<file path="src/rtl/mem_pkg.sv">
// mem_pkg: definitions shared by the data-memory access unit and its helpers.
//   - mau_state_e : access FSM state encoding
//   - DATA_W_DEF / ADDR_W_DEF : default data and address widths
//   - DEPTH_DEF   : default word count; must match the data memory row count
package mem_pkg;

    typedef enum logic [1:0] {
        IDLE   = 2'd0,
        ACCESS = 2'd1,
        RESP   = 2'd2
    } mau_state_e;

    localparam int DATA_W_DEF = 16;
    localparam int ADDR_W_DEF = 16;
    localparam int DEPTH_DEF  = 8;

endpackage

</file>
<file path="src/rtl/mau_lat_counter.sv">
// mau_lat_counter: read-latency counter for the memory access unit.
//   clk, rst : clock, asynchronous active-high reset
//   clear    : restart the count (asserted on request accept)
//   load     : a load access is in progress this cycle; advance the count
//   done     : current cycle is the last ACCESS cycle of a load
// The count saturates at RD_LAT-1 instead of wrapping.
module mau_lat_counter #(
    parameter int RD_LAT = 1
) (
    input  logic clk,
    input  logic rst,
    input  logic clear,
    input  logic load,
    output logic done
);

    if (RD_LAT < 1) begin : g_bad_lat
        $error("mau_lat_counter: RD_LAT must be >= 1");
    end

    localparam int            CW   = $clog2(RD_LAT + 1);
    localparam logic [CW-1:0] LAST = CW'(RD_LAT - 1);

    logic [CW-1:0] cnt;

    always_ff @(posedge clk or posedge rst) begin
        if (rst)
            cnt <= '0;
        else if (clear)
            cnt <= '0;
        else if (load && cnt != LAST)
            cnt <= cnt + 1'b1;
    end

    assign done = (cnt == LAST);

endmodule

</file>
<file path="src/rtl/mem_access_unit.sv">
// mem_access_unit: initiator side of the data-memory port. Accepts one
// load/store at a time from the MEM stage, drives the memory strobes for the
// required number of cycles and returns a response.
//   clk, rst            : clock, asynchronous active-high reset
//   req_valid/req_ready : request handshake; req_we, req_addr, req_wdata
//   rsp_valid/rsp_ready : response handshake; rsp_rdata, rsp_err
//   busy                : FSM not idle
//   mem_access_addr, mem_write_data, mem_write_en, mem_read : memory side
//   mem_read_data       : memory read data, valid RD_LAT cycles after mem_read
// Build option MAU_RANGE_CHECK_EN: requests with req_addr >= DEPTH skip the
// memory and return rsp_err = 1. Without it rsp_err is always 0.
module mem_access_unit
    import mem_pkg::*;
#(
    parameter int DATA_W = DATA_W_DEF,
    parameter int ADDR_W = ADDR_W_DEF,
    parameter int RD_LAT = 1,
    parameter int DEPTH  = DEPTH_DEF
) (
    input  logic              clk,
    input  logic              rst,
    input  logic              req_valid,
    output logic              req_ready,
    input  logic              req_we,
    input  logic [ADDR_W-1:0] req_addr,
    input  logic [DATA_W-1:0] req_wdata,
    output logic              rsp_valid,
    input  logic              rsp_ready,
    output logic [DATA_W-1:0] rsp_rdata,
    output logic              rsp_err,
    output logic              busy,
    output logic [ADDR_W-1:0] mem_access_addr,
    output logic [DATA_W-1:0] mem_write_data,
    output logic              mem_write_en,
    output logic              mem_read,
    input  logic [DATA_W-1:0] mem_read_data
);

    if (DEPTH < 1) begin : g_bad_depth
        $error("mem_access_unit: DEPTH must be >= 1");
    end

    mau_state_e        state, state_n;
    logic              accept;
    logic              addr_bad;
    logic              lat_done;
    logic              we_q;
    logic              err_q;
    logic [ADDR_W-1:0] addr_q;
    logic [DATA_W-1:0] wdata_q;
    logic [DATA_W-1:0] rdata_q;

`ifdef MAU_RANGE_CHECK_EN
    assign addr_bad = (req_addr >= ADDR_W'(DEPTH));
`else
    // Out-of-range addresses wrap in the memory's own decode.
    assign addr_bad = 1'b0;
`endif

    always_ff @(posedge clk or posedge rst) begin
        if (rst)
            state <= IDLE;
        else
            state <= state_n;
    end

    always_comb begin
        state_n = state;
        accept  = 1'b0;
        case (state)
            IDLE: begin
                if (req_valid) begin
                    accept  = 1'b1;
                    // A bad address never touches memory.
                    state_n = addr_bad ? RESP : ACCESS;
                end
            end
            ACCESS: begin
                if (we_q || lat_done)
                    state_n = RESP;
            end
            RESP: begin
                if (rsp_ready)
                    state_n = IDLE;
            end
            default: state_n = IDLE;
        endcase
    end

    // Request fields are held from accept until the next accept.
    always_ff @(posedge clk or posedge rst) begin
        if (rst) begin
            we_q    <= 1'b0;
            err_q   <= 1'b0;
            addr_q  <= '0;
            wdata_q <= '0;
            rdata_q <= '0;
        end else if (accept) begin
            we_q    <= req_we;
            err_q   <= addr_bad;
            addr_q  <= req_addr;
            wdata_q <= req_wdata;
            rdata_q <= '0;
        end else if (mem_read && lat_done) begin
            rdata_q <= mem_read_data;
        end
    end

    mau_lat_counter #(.RD_LAT(RD_LAT)) u_lat (
        .clk   (clk),
        .rst   (rst),
        .clear (accept),
        .load  (mem_read),
        .done  (lat_done)
    );

    // Strobes decode straight from state so an async reset drops them at once.
    assign mem_write_en    = (state == ACCESS) &&  we_q;
    assign mem_read        = (state == ACCESS) && !we_q;
    assign mem_access_addr = addr_q;
    assign mem_write_data  = wdata_q;

    assign req_ready = (state == IDLE);
    assign busy      = (state != IDLE);
    assign rsp_valid = (state == RESP);
    assign rsp_rdata = rdata_q;

`ifdef MAU_RANGE_CHECK_EN
    assign rsp_err = err_q;
`else
    assign rsp_err = 1'b0;
`endif

endmodule

</file>
<file path="config.mk">
export PLATFORM = sky130hd
export DESIGN_NAME = mem_access_unit
export DESIGN_NICKNAME = d
export VERILOG_FILES = /design/src/rtl/mem_pkg.sv /design/src/rtl/mau_lat_counter.sv /design/src/rtl/mem_access_unit.sv
export SDC_FILE = /design/constraint.sdc
export NUM_CORES = 1
export LEC_CHECK = 0
export BUFFER_PORTS_ARGS = -buffer_cell sky130_fd_sc_hd__buf_4
export CORE_MARGIN = 1
export CORE_UTILIZATION = 46
export CTS_BUF_LIST = sky130_fd_sc_hd__clkbuf_4 sky130_fd_sc_hd__clkbuf_8
export DETAILED_ROUTE_END_ITERATION = 8
export HOLD_SLACK_MARGIN = 0.15
export PLACE_DENSITY = 0.88
export SLEW_MARGIN = 10
export SYNTH_ARGS = -nofsm -noshare
export SYNTH_HDL_FRONTEND = slang
export SYNTH_HIERARCHICAL = 1
export SYNTH_SLANG_ARGS = --single-unit
</file>
<file path="constraint.sdc">
create_clock -name clk -period 1.7 [get_ports clk]
set_input_delay 0.255 -clock clk [delete_from_list [all_inputs] [get_ports clk]]
set_output_delay 0.255 -clock clk [all_outputs]
set_load 0.005 [all_outputs]
</file>
# --- After elaboration in Yosys (flattened, before gate mapping) ---
# Cells that the tools add are included.
# Widths: inputs -> output; s select.
totals:
  output_inout_bits: 54
  register_bits: 52
  elab_cells: 34
op_classes:
  muxes: 10
  addsub: 1
  n_bitwise: 1
  n_reduce_logical: 11
  eq_ne: 5
ops:
  columns: ["cell", "n"]
  rows:
  - ["$mux 16", 2]
  - ["$mux 2", 3]
  - ["$pmux 2 s3", 1]
  - ["$reduce_bool 2->1", 3]
  - ["$logic_and 1x1->1", 4]
  - ["$mux 1", 4]
  - ["$ne 2x2->1 const B", 2]
  - ["$reduce_and 3->1", 1]
  - ["$eq 2x1->1 const B", 1]
  - ["$eq 2x2->1 const B", 1]
  - ["$logic_not 2->1", 1]
  - ["$ne 2x1->1 const B", 1]
  - ["$add 1x1->1 const B", 1]
  - ["$logic_not 1->1", 1]
  - ["$logic_or 1x1->1", 1]
  - ["$not 1->1", 1]

# --- Logic depth before layout (Yosys ltp) ---
# Gate-level depths: netlist of run 1.
logic_depth:
  depth_word: 5
  ltp_mapped: 6

# --- Cells and area by module ---
# Netlist of run 1, hierarchy kept.
modules_own_cells:
  columns: ["mod", "area_per_inst_um2", "instances", "cells_per_inst"]
  rows:
  - ["mem_access_unit", 1955.6, 1, 126]
  - ["mau_lat_counter", 45.0, 1, 4]

# --- Least setup slack after synthesis of run 1 ---
# OpenSTA, ideal clock, no wires.
synth_timing:
  kind: "register to register"
  startpoint: "register state[0]"
  endpoint: "register addr_q[0], in the netlist mem_access_addr[0]"
  path_buffers: 2
  setup_ns: 0.125
  slack_ns: 0.320
  path_stages_with_launch: 5
  arrival_time_ns: 1.255
  path_cell_list: "dfrtp_1 > nor3b_1 > buf_4 > buf_6 > mux2_2"
synth_via:
  elab_chain_cells: 2
synth_lines:
  columns: ["item", "line", "source"]
  rows:
  - ["start: declaration", "mem_access_unit.sv:43", "mau_state_e state, state_n;"]
  - ["start signal: assignment", "mem_access_unit.sv:64", "state <= state_n;"]
  - ["$logic_not 2->1", "mem_access_unit.sv:70", "case (state)"]
  - ["$mux 1", "mem_access_unit.sv:70", null]
  - ["end signal: assignment", "mem_access_unit.sv:101", "addr_q <= req_addr;"]
  - ["end: declaration", "mem_access_unit.sv:49", "logic [ADDR_W-1:0] addr_q;"]
# No other way between the ends.
# A chain may end at the register's enable or synchronous reset.

# --- Worst setup path in the final report of run 1 ---
layout_timing:
  startpoint: "register state[1]"
  endpoint: "output mem_read"
layout_via:
  elab_chain_cells: 2
layout_lines:
  columns: ["item", "line", "source"]
  rows:
  - ["$eq 2x1->1", "mem_access_unit.sv:119", "assign mem_read = (state == ACCESS) && !we_q;"]
  - ["$logic_and 1x1->1", "mem_access_unit.sv:119", null]
  - ["end: declaration", "mem_access_unit.sv:35", "output logic mem_read,"]
# No other way between the ends.

==> results of run 1 <==
==> power by group <==
group	total, mW	internal, mW	switching, mW
Sequential	2.20	1.83	0.366
Clock	0.730	0.347	0.383
Combinational	2.19	1.42	0.773
Total	5.12	3.60	1.52
==> registers in the layout, indices dropped and copies added (netlist names) <==
| register | cells |
|---|---|
| mem_access_addr | 16 |
| mem_write_data | 16 |
| rsp_rdata | 16 |
| state | 2 |
| u_lat/cnt | 1 |
| we_q | 1 |
==> timing repair <==
action | CTS | global route
hold buffers | 1 | 0
gates resized for setup | 0 | 0
hold endpoints to repair | 18 | 0
==> cell usage in the layout (no fill, tap or decap) <==
cell type      Yosys  final
a21o_1             1      1
a22o_1            16     16
clkbuf_8           0      6
conb_1             1      1
nor2_4             1      1
clkbuf_4           0      1
mux2_2            32     32
dlygate4sd3_1      0      1
buf_4              4    107
inv_2              0      1
nor3b_2            1      2
nor4bb_4           0      1
inv_1              7      6
o2bb2ai_1          1      1
nor2b_1            1      1
dfrtp_1           52     52
nand2b_1           1      1
nand2_1            1      1
o21ai_0            1      1
buf_12             0      2
nor2_1             4      4
clkinvlp_4         0      1
==> layer usage <==
layer	part of all wire (%)	global-route usage [%]	vias up
met2	52	37.4	68
met4	2.4	13.0	0
met5	0	0	-
met3	8.0	5.67	11
met1	37	22.2	693
li1	-	-	665
==> worst register-to-register path, cell delays in order (launching register included) <==
cell and delay, ns:
dfrtp_1 0.44, nor3b_2 0.27, buf_12 0.25, mux2_2 0.38
==> Yosys cell counts <==
| library cell | instances | area [um^2] |
|---|---|---|
| nor2_4 | 1 | 11.3 |
| nand2_1 | 1 | 3.75 |
| dfrtp_1 | 52 | 1300 |
| o2bb2ai_1 | 1 | 8.76 |
| a21o_1 | 1 | 7.51 |
| nor2b_1 | 1 | 6.26 |
| conb_1 | 1 | 3.75 |
| buf_6 | 4 | 45.0 |
| nor2_1 | 4 | 15.0 |
| nor4bb_1 | 1 | 10.0 |
| nand2b_1 | 1 | 6.26 |
| nor3b_2 | 1 | 12.5 |
| a22o_1 | 16 | 140 |
| nor3b_1 | 1 | 7.51 |
| o21ai_0 | 1 | 5.00 |
| buf_4 | 4 | 30.0 |
| inv_1 | 7 | 26.3 |
| mux2_2 | 32 | 360 |
==> area by class of cell <==
type | instances | area share (%)
repair buffers | 110 | 28.8
well taps | 50 | 2.11
clock inverters | 1 | 0.254
inverters | 7 | 0.888
clock buffers | 7 | 3.04
multi-input cells | 63 | 20.9
flip-flops and latches | 52 | 44.0
==> logic make-up (layout without fill, tap and decap cells) <==
family                 count (synthesis)  after routing  share of synthesized area (%)
multiplexers                          32             32                           18.0
other                                  1              1                          0.187
AO/OA/AOI/OAI                         19             19                           8.07
buffers and inverters                 15            125                           5.07
AND/OR/NAND/NOR                       11             11                           3.63
flip-flops                            52             52                           65.0
==> final timing paths <==
| path | from | to | slack, ns |
|---|---|---|---|
| setup / recovery | state[1] | mem_read | 0.12 |
| hold / removal | mem_read_data[0] | rsp_rdata[0] | 0.17 |
| setup reg to reg | state[0] | mem_write_data[3] | 0.25 |
| hold reg to reg | rsp_rdata[6] | rsp_rdata[6] | 0.50 |
| max in group asynchronous | rst | mem_write_data[0] | 0.67 |
| min in group asynchronous | rst | u_lat/cnt | 0.38 |
==> metrics by stage <==
stage          std cells  instance area [um^2]  power (mW)
2_1_floorplan        130                  2000        3.18
3_3_place_gp         281                  2850        4.34
3_5_place_dp         281                  2850        4.43
4_1_cts              290                  2960        5.18
5_1_grt              290                  2960        5.46
6_report             290                  2960        5.12
==> metrics.txt, run 1 <==
First-pass DRT Iterations=3; run status=finished, final reports clean; Worst Path Max Fanout=5; Post-Syn Instances=130; Yosys warning count=6; area of the multi-input gates=618 um^2; post-route core utilization=72.4%; GRT overflow=0; CTS tree=yes; starting density of the core=49.0%; Mapped Avg Cell Area=roughly 15 um^2; fin. max-slew vios=0; CTS Root Cell=clkbuf_8; data arrival at the endpoint of the critical path=about 1.3 ns; fill count=about 300; number of global-route vias before repair=about 1500; Top-Level Pins=approximately 110; post-route minimum period=1.58 ns; cell class contributing the biggest share of worst-path delay=flip-flops; maximum number of pins on one net before global-route repair=38; via count of the routed design=1437; number of logic stages on the critical path including buffering=3; count of buffers added by post-CTS timing repair for setup=0; Unique masters post-synth=18; Pleak=1.50 nW; share of post-route cells with drive strength above 1=64.2%; maximum ir drop on the vdd rail=0.00109 V; global-route wire length before repair=6.84 mm; Final Worst Setup Slack=between 0.1 and 0.15 ns; latest clock arrival within the worst-skew pair=0.31 ns; placed wire-length estimate after detailed placement=approximately 3.3 mm; clock-pin slew on the worst setup and hold paths=0.09 ns; crit path max-delay cell type=dfrtp_1; IO Port Bufs=105; final layout net count=slightly below 300; wire length reported by the detailed router=~4.5 mm; sum of negative setup slack=0 ns; Final setup violation count=0; post-synthesis register bit count=52; sequence of cells on the critical path=nand2b_1, nor2_1, buf_4; area growth from synthesis to final layout=47.9%; aggregate global-route resource usage=21.2%; final RePlAce weighted congestion=0.759; power density cells=1730 nW/um^2; post-detailed-route DRC marker count=0; count of standard-cell rows=23; class of the most critical hold timing path=in -> reg; pre-CTS setup slack=0.252 ns; Slowest Stage Delay on Critical Path=roughly 0.45 ns; required time reported for the critical path endpoint=1.44 ns; number of buffers added by the clock tree synthesis step=5; x dimension of the die=68.0 um; WHS Path Cells=2; average wire per standard cell=15.5 um; sequential cell area in the final layout=1300 um^2; number of H-tree branching levels=2; sort of element at the start of the critical path=flip-flop; Final Hold Slack=roughly 0.17 ns; average via count per standard cell=a little under 5; die area=about 4600 um^2; floorplan die height=68.0 um; crit path capture type=primary output; synthesized net count=183; drt initial violations=36; Clock Sink Count=between 50 and 60; count of buffer and inverter cells on the critical path=1; Routed Antenna Nets=0; number of antenna violations at the first check in global routing=0; maximum frequency from static timing analysis=0.635 GHz; post-route clock skew=a little over 0.009 ns; Final Hold Vio Count=0; diode insertion count for antenna repair=0; Netlist Area Pre-Place=2000 um^2; setup repair after global routing missed its margin=no; sequential share of the synthesized area=approximately 65%; clock buffer depth=2; number of cells on the worst reg-to-reg path=3; max-cap violation count=0; Crit Path Class=reg -> out; Final Cycle Share=between 90% and 100%; core area=a little over 4000 um^2
Power figures use the tool's default switching activity.
==> run 2, diff against run 1 <==
Settings changed: CELL_PAD_IN_SITES_DETAIL_PLACEMENT set to 1, CELL_PAD_IN_SITES_GLOBAL_PLACEMENT set to 1, CORE_UTILIZATION 46 to 35, PLACE_DENSITY 0.88 to 0.87.
==> metrics.txt, run 2 (same netlist as run 1, synthesis figures left out) <==
average via count per standard cell=4.76 (-3.9%); IO Port Bufs=105 (unchanged); Final Hold Vio Count=0 (unchanged); fin. max-slew vios=0 (unchanged); sort of element at the start of the critical path=flip-flop; required time reported for the critical path endpoint=1.44 ns (about the same); max-cap violation count=0 (unchanged); post-detailed-route DRC marker count=0 (unchanged); GRT overflow=0 (unchanged); Routed Antenna Nets=0 (unchanged); Pleak=1.51 nW (+0.72%); DP Area=2870 um^2 (+0.53%); drt initial violations=49 (+36%); diode insertion count for antenna repair=0 (unchanged); data arrival at the endpoint of the critical path=1.30 ns (-0.02 ns); floorplan die height=77.6 um (+14%); CTS Root Cell=clkbuf_8; First-pass DRT Iterations=3 (unchanged); Clock Sink Count=52 (unchanged); via count of the routed design=1491 (+3.8%); class of the most critical hold timing path=in -> reg; x dimension of the die=77.6 um (+14%); most common cell after layout, fill and taps aside=buf_4; Worst Path Max Fanout=5 (unchanged); placed wire-length estimate after detailed placement=4.16 mm (+24%); number of H-tree branching levels=2 (unchanged); final layout net count=293 (+0.34%); WHS Path Cells=2 (unchanged); area growth from synthesis to final layout=50.0%; maximum frequency from static timing analysis=0.643 GHz (+1.3%); Top-Level Pins=107 (unchanged); start of the worst register-to-register path=state[1]; wire length reported by the detailed router=5.31 mm (+18%); Crit Path Class=reg -> out; post-route minimum period=1.55 ns (-0.0204 ns); die area=6020 um^2 (+30%); clock buffer depth=2 (unchanged); latest clock arrival within the worst-skew pair=0.30 ns (about the same); aggregate global-route resource usage=18.8% (-2.4 points); share of post-route cells with drive strength above 1=64.3% (+0.15 points); slack of the worst reg-to-reg path=0.24 ns (about the same); clock-pin slew on the worst setup and hold paths=0.09 ns (about the same); global-route wire length before repair=8.52 mm (+25%); maximum number of pins on one net before global-route repair=33 (-13%); Worst R2R End=mem_write_data[13]; number of global-route vias before repair=1607 (+10%); crit path capture type=primary output; CTS tree=yes; count of standard-cell rows=27 (+17%); sum of negative setup slack=0 ns (unchanged); Final Cycle Share=91.5% (-1.2 points); commonest non-fill, non-tap cells in the layout=108 x buf_4, 52 x dfrtp_1, 32 x mux2_2; number of cells on the worst reg-to-reg path=3 (unchanged); power density cells=1760 nW/um^2 (+1.8%); Final Hold Slack=0.169 ns (-0.00260 ns); core area=5510 um^2 (+35%); Min-Delay Startpoint=mem_read_data[13]; setup repair after global routing missed its margin=no; number of buffers added by the clock tree synthesis step=5 (unchanged); post-route clock skew=0.00411 ns (-0.00514 ns); Endpoint, Worst Hold=rsp_rdata[13]; average wire per standard cell=17.0 um (+9.5%); Layout Cell Area excl Fill=3000 um^2 (+1.4%); maximum ir drop on the vdd rail=0.000588 V (-46%); final RePlAce weighted congestion=0.742 (-2.3%); number of antenna violations at the first check in global routing=0 (unchanged); Final setup violation count=0 (unchanged); run status=finished, final reports clean; starting density of the core=36.3% (-13 points)
==> run 2: cell count changes in the layout (fill, tap and decap cells not counted) <==
cell and change:
buf_12 -1, nor2_2 +1, nor2_1 -1, buf_4 +1, clkbuf_8 -1, bufinv_16 +1
clkinv_2 +1, dlygate4sd3_1 +1, clkinvlp_4 -1
==> run 2: timing repair <==
| action | CTS | global route |
|---|---|---|
| setup buffers | 0 | 0 |
| endpoints found under the setup margin | 0 | 1 |
| hold buffers | 1 | 1 |
| resized for setup | 0 | 1 |
| endpoints found under the hold margin | 20 | 1 |
==> run 2: final cells by class <==
cell class              instances  area [um^2]
well taps                      72         90.1
inverters                       7         26.3
fillers                       576         2510
flip-flops and latches         52         1300
repair buffers                111          851
clock buffers                   6         76.3
clock inverters                 2         35.0
multi-input cells              63          621
==> run 2: worst max-delay path: stages, from the launching register on <==
cell	delay, ns
dfrtp_1	0.45
nand2b_1	0.22
nor2_2	0.18
buf_4	0.14
==> run 2: routing by layer <==
layer | global-route usage (%) | share of wire [%]
met1 | 21.9 | 40
met2 | 32.3 | 51
met3 | 4.94 | 6.4
met4 | 8.30 | 2.1
met5 | 0 | 0
==> run 2: worst max-delay path by stage <==
stage	startpoint	endpoint	slack, ns	depth (start not counted)
global placement	state[1]	mem_write_data[1]	0.30	3
global route	state[1]	mem_read	0.05	3
detailed placement	state[1]	mem_write_data[13]	0.25	3
finish	state[1]	mem_read	0.15	3
floorplan	rst	mem_access_addr[0]	0.22	1
CTS	state[1]	mem_read	0.03	3
==> run 2: where the power goes <==
part           internal, mW  switching (mW)  total [mW]  leakage, nW
logic                  1.40           0.826        2.23        0.814
clock network         0.453           0.384       0.837       0.0586
registers              1.83           0.384        2.22        0.638
total                  3.69            1.59        5.28         1.51
==> run 2: stage by stage <==
step / std cells / total power [mW] / worst slack, ns / utilization [%]
finish: 313 / 5.28 / 0.145 / 54.5
global route: 313 / 5.61 / 0.0534 / 54.5
CTS: 312 / 5.36 / 0.0281 / 54.3
detailed placement: 303 / 4.50 / 0.245 / 52.1
global placement: 303 / 4.35 / 0.300 / 52.1
floorplan: 130 / 3.18 / 0.215 / -
==> run 3, diff against run 2 <==
Settings changed: CORE_UTILIZATION 35 to 38, PLACE_DENSITY 0.87 to 0.93.
Clock period 1.7 ns to 2 ns, I/O delays scaled along.
==> metrics.txt, run 3 (same netlist as run 1, synthesis figures left out) <==
run status=finished, final reports clean; Final setup violation count=0 (unchanged); remaining max-slew budget at the tightest pin=62.2%; wire length reported by the detailed router=5.49 mm (+3.3%); Min-Delay Startpoint=mem_read_data[11]; sequential cell area in the final layout=1300 um^2 (unchanged); Worst Path Max Fanout=5 (unchanged); count of standard-cell rows=26 (-3.7%); area growth from synthesis to final layout=48.5%; post-CTS resize count=0 (unchanged); post-route core utilization=58.6% (+4.1 points); clock buffer depth=2 (unchanged); number of antenna violations at the first check in global routing=0 (unchanged); sum of negative setup slack=0 ns (unchanged); maximum number of pins on one net before global-route repair=30 (-9.1%); commonest non-fill, non-tap cells in the layout=108 x buf_4, 52 x dfrtp_1, 32 x mux2_2; GRT overflow=0 (unchanged); Pleak=1.50 nW (-0.97%); area of the multi-input gates=618 um^2 (-0.40%); CTS tree=yes; die area=5560 um^2 (-7.7%); core area=5070 um^2 (-7.8%); placed wire-length estimate after detailed placement=4.29 mm (+3.0%); Final Hold Slack=0.213 ns (+0.0441 ns); Routed Antenna Nets=0 (unchanged); pre-CTS setup slack=0.373 ns (+0.127 ns); CTS Root Cell=clkbuf_8; sort of element at the start of the critical path=flip-flop; Endpoint, Worst Hold=rsp_rdata[11]; setup repair after global routing missed its margin=no; number of H-tree branching levels=2 (unchanged); fill count=541 (-6.1%); average wire per standard cell=17.7 um (+4.3%); WHS Path Cells=2 (unchanged); Clock Sink Count=52 (unchanged); IO Port Bufs=105 (unchanged); aggregate global-route resource usage=21.5% (+2.7 points); Crit Path Class=reg -> out; global-route wire length before repair=8.58 mm (+0.73%); final layout net count=292 (-0.34%); data arrival at the endpoint of the critical path=1.36 ns (+0.06 ns); Final Cycle Share=83.0%; count of buffers added by post-CTS timing repair for setup=0 (unchanged); post-detailed-route DRC marker count=0 (unchanged); slack of the worst reg-to-reg path=0.37 ns (+0.13 ns); floorplan die height=74.6 um (-3.9%); x dimension of the die=74.6 um (-3.9%); crit path max-delay cell type=dfrtp_1; number of buffers added by the clock tree synthesis step=5 (unchanged); First-pass DRT Iterations=4 (+1); diode insertion count for antenna repair=0 (unchanged); post-route clock skew=0.0119 ns (+0.00778 ns); post-route minimum period=1.66 ns; start of the worst register-to-register path=u_lat/cnt; Final Worst Setup Slack=0.339 ns (+0.194 ns); number of global-route vias before repair=1725 (+7.3%); crit path capture type=primary output; most common cell after layout, fill and taps aside=buf_4; worst slew pin tran=0.566 ns; clock-pin slew on the worst setup and hold paths=0.09 ns (about the same); latest clock arrival within the worst-skew pair=0.30 ns (about the same); Worst R2R End=rsp_rdata[14]; Top-Level Pins=107 (unchanged); power density cells=1480 nW/um^2 (-16%); final RePlAce weighted congestion=0.749 (+0.94%); share of post-route cells with drive strength above 1=64.2% (-0.15 points); sequence of cells on the critical path=nand2b_1, nor2_1, buf_4; number of cells on the worst reg-to-reg path=4 (+1); drt initial violations=48 (-2.0%); max-cap violation count=0 (unchanged); via count of the routed design=1493 (+0.13%); Slowest Stage Delay on Critical Path=0.46 ns (about the same); starting density of the core=39.4% (+3.1 points); class of the most critical hold timing path=in -> reg; maximum frequency from static timing analysis=0.602 GHz; number of hold buffers added after cts=1 (unchanged); Final Hold Vio Count=0 (unchanged); maximum ir drop on the vdd rail=0.000595 V (+1.2%); required time reported for the critical path endpoint=1.70 ns (+0.26 ns); average via count per standard cell=4.82 (+1.1%); fin. max-slew vios=0 (unchanged)
[run 3: cell types whose count changed in the layout (fill, tap and decap cells not counted), sizes merged]
cell,previous run,this run
bufinv,1,0
clkinvlp,0,1
dlygate4sd3,2,1
clkinv,1,0
clkbuf,6,7
[run 3: report_power, final]
| part | switching, mW | internal, mW | total, mW |
|---|---|---|---|
| sequential | 0.330 | 1.56 | 1.89 |
| combinational | 0.689 | 1.19 | 1.88 |
| clock | 0.345 | 0.296 | 0.641 |
[run 3: worst max-delay path by stage]
stage          startpoint            endpoint  slack, ns  cells past startpoint
2_1_floorplan         rst  mem_access_addr[0]       0.47                      1
3_5_place_dp    u_lat/cnt       rsp_rdata[14]       0.37                      4
5_1_grt          state[1]            mem_read       0.26                      3
6_report         state[1]            mem_read       0.34                      3
4_1_cts          state[1]            mem_read       0.34                      3
3_3_place_gp    u_lat/cnt        rsp_rdata[1]       0.49                      4
[run 3: final cells by class]
type	instances	share of cell area (%)
Clock buffer	7	3.03
Clock inverter	1	0.253
Inverter	7	0.884
Multi-Input combinational cell	63	20.8
Sequential cell	52	43.8
Tap cell	70	2.95
Timing Repair Buffer	110	28.3
[run 3: routing by layer]
layer  wire length, um  part of all wire, %  global-route usage, %
met5                 0                    0                      0
met3               291                  5.3                   5.83
met1              1950                   36                   21.8
met2              3190                   58                   43.0
met4                54                 0.98                   4.82
[run 3: through the flow]
step           cells  instance area (um^2)  power, mW
2_1_floorplan    130                  2000       2.70
3_3_place_gp     301                  2860       3.68
3_5_place_dp     301                  2860       3.82
4_1_cts          310                  2970       4.47
5_1_grt          310                  2970       4.69
6_report         310                  2970       4.41
[run 3: critical path, delay by kind of cell, from the launching register on]
kind / cells / cell delay, ns
flip-flops: 1 / 0.46
AND/OR/NAND/NOR: 2 / 0.43
buffers and inverters: 1 / 0.17
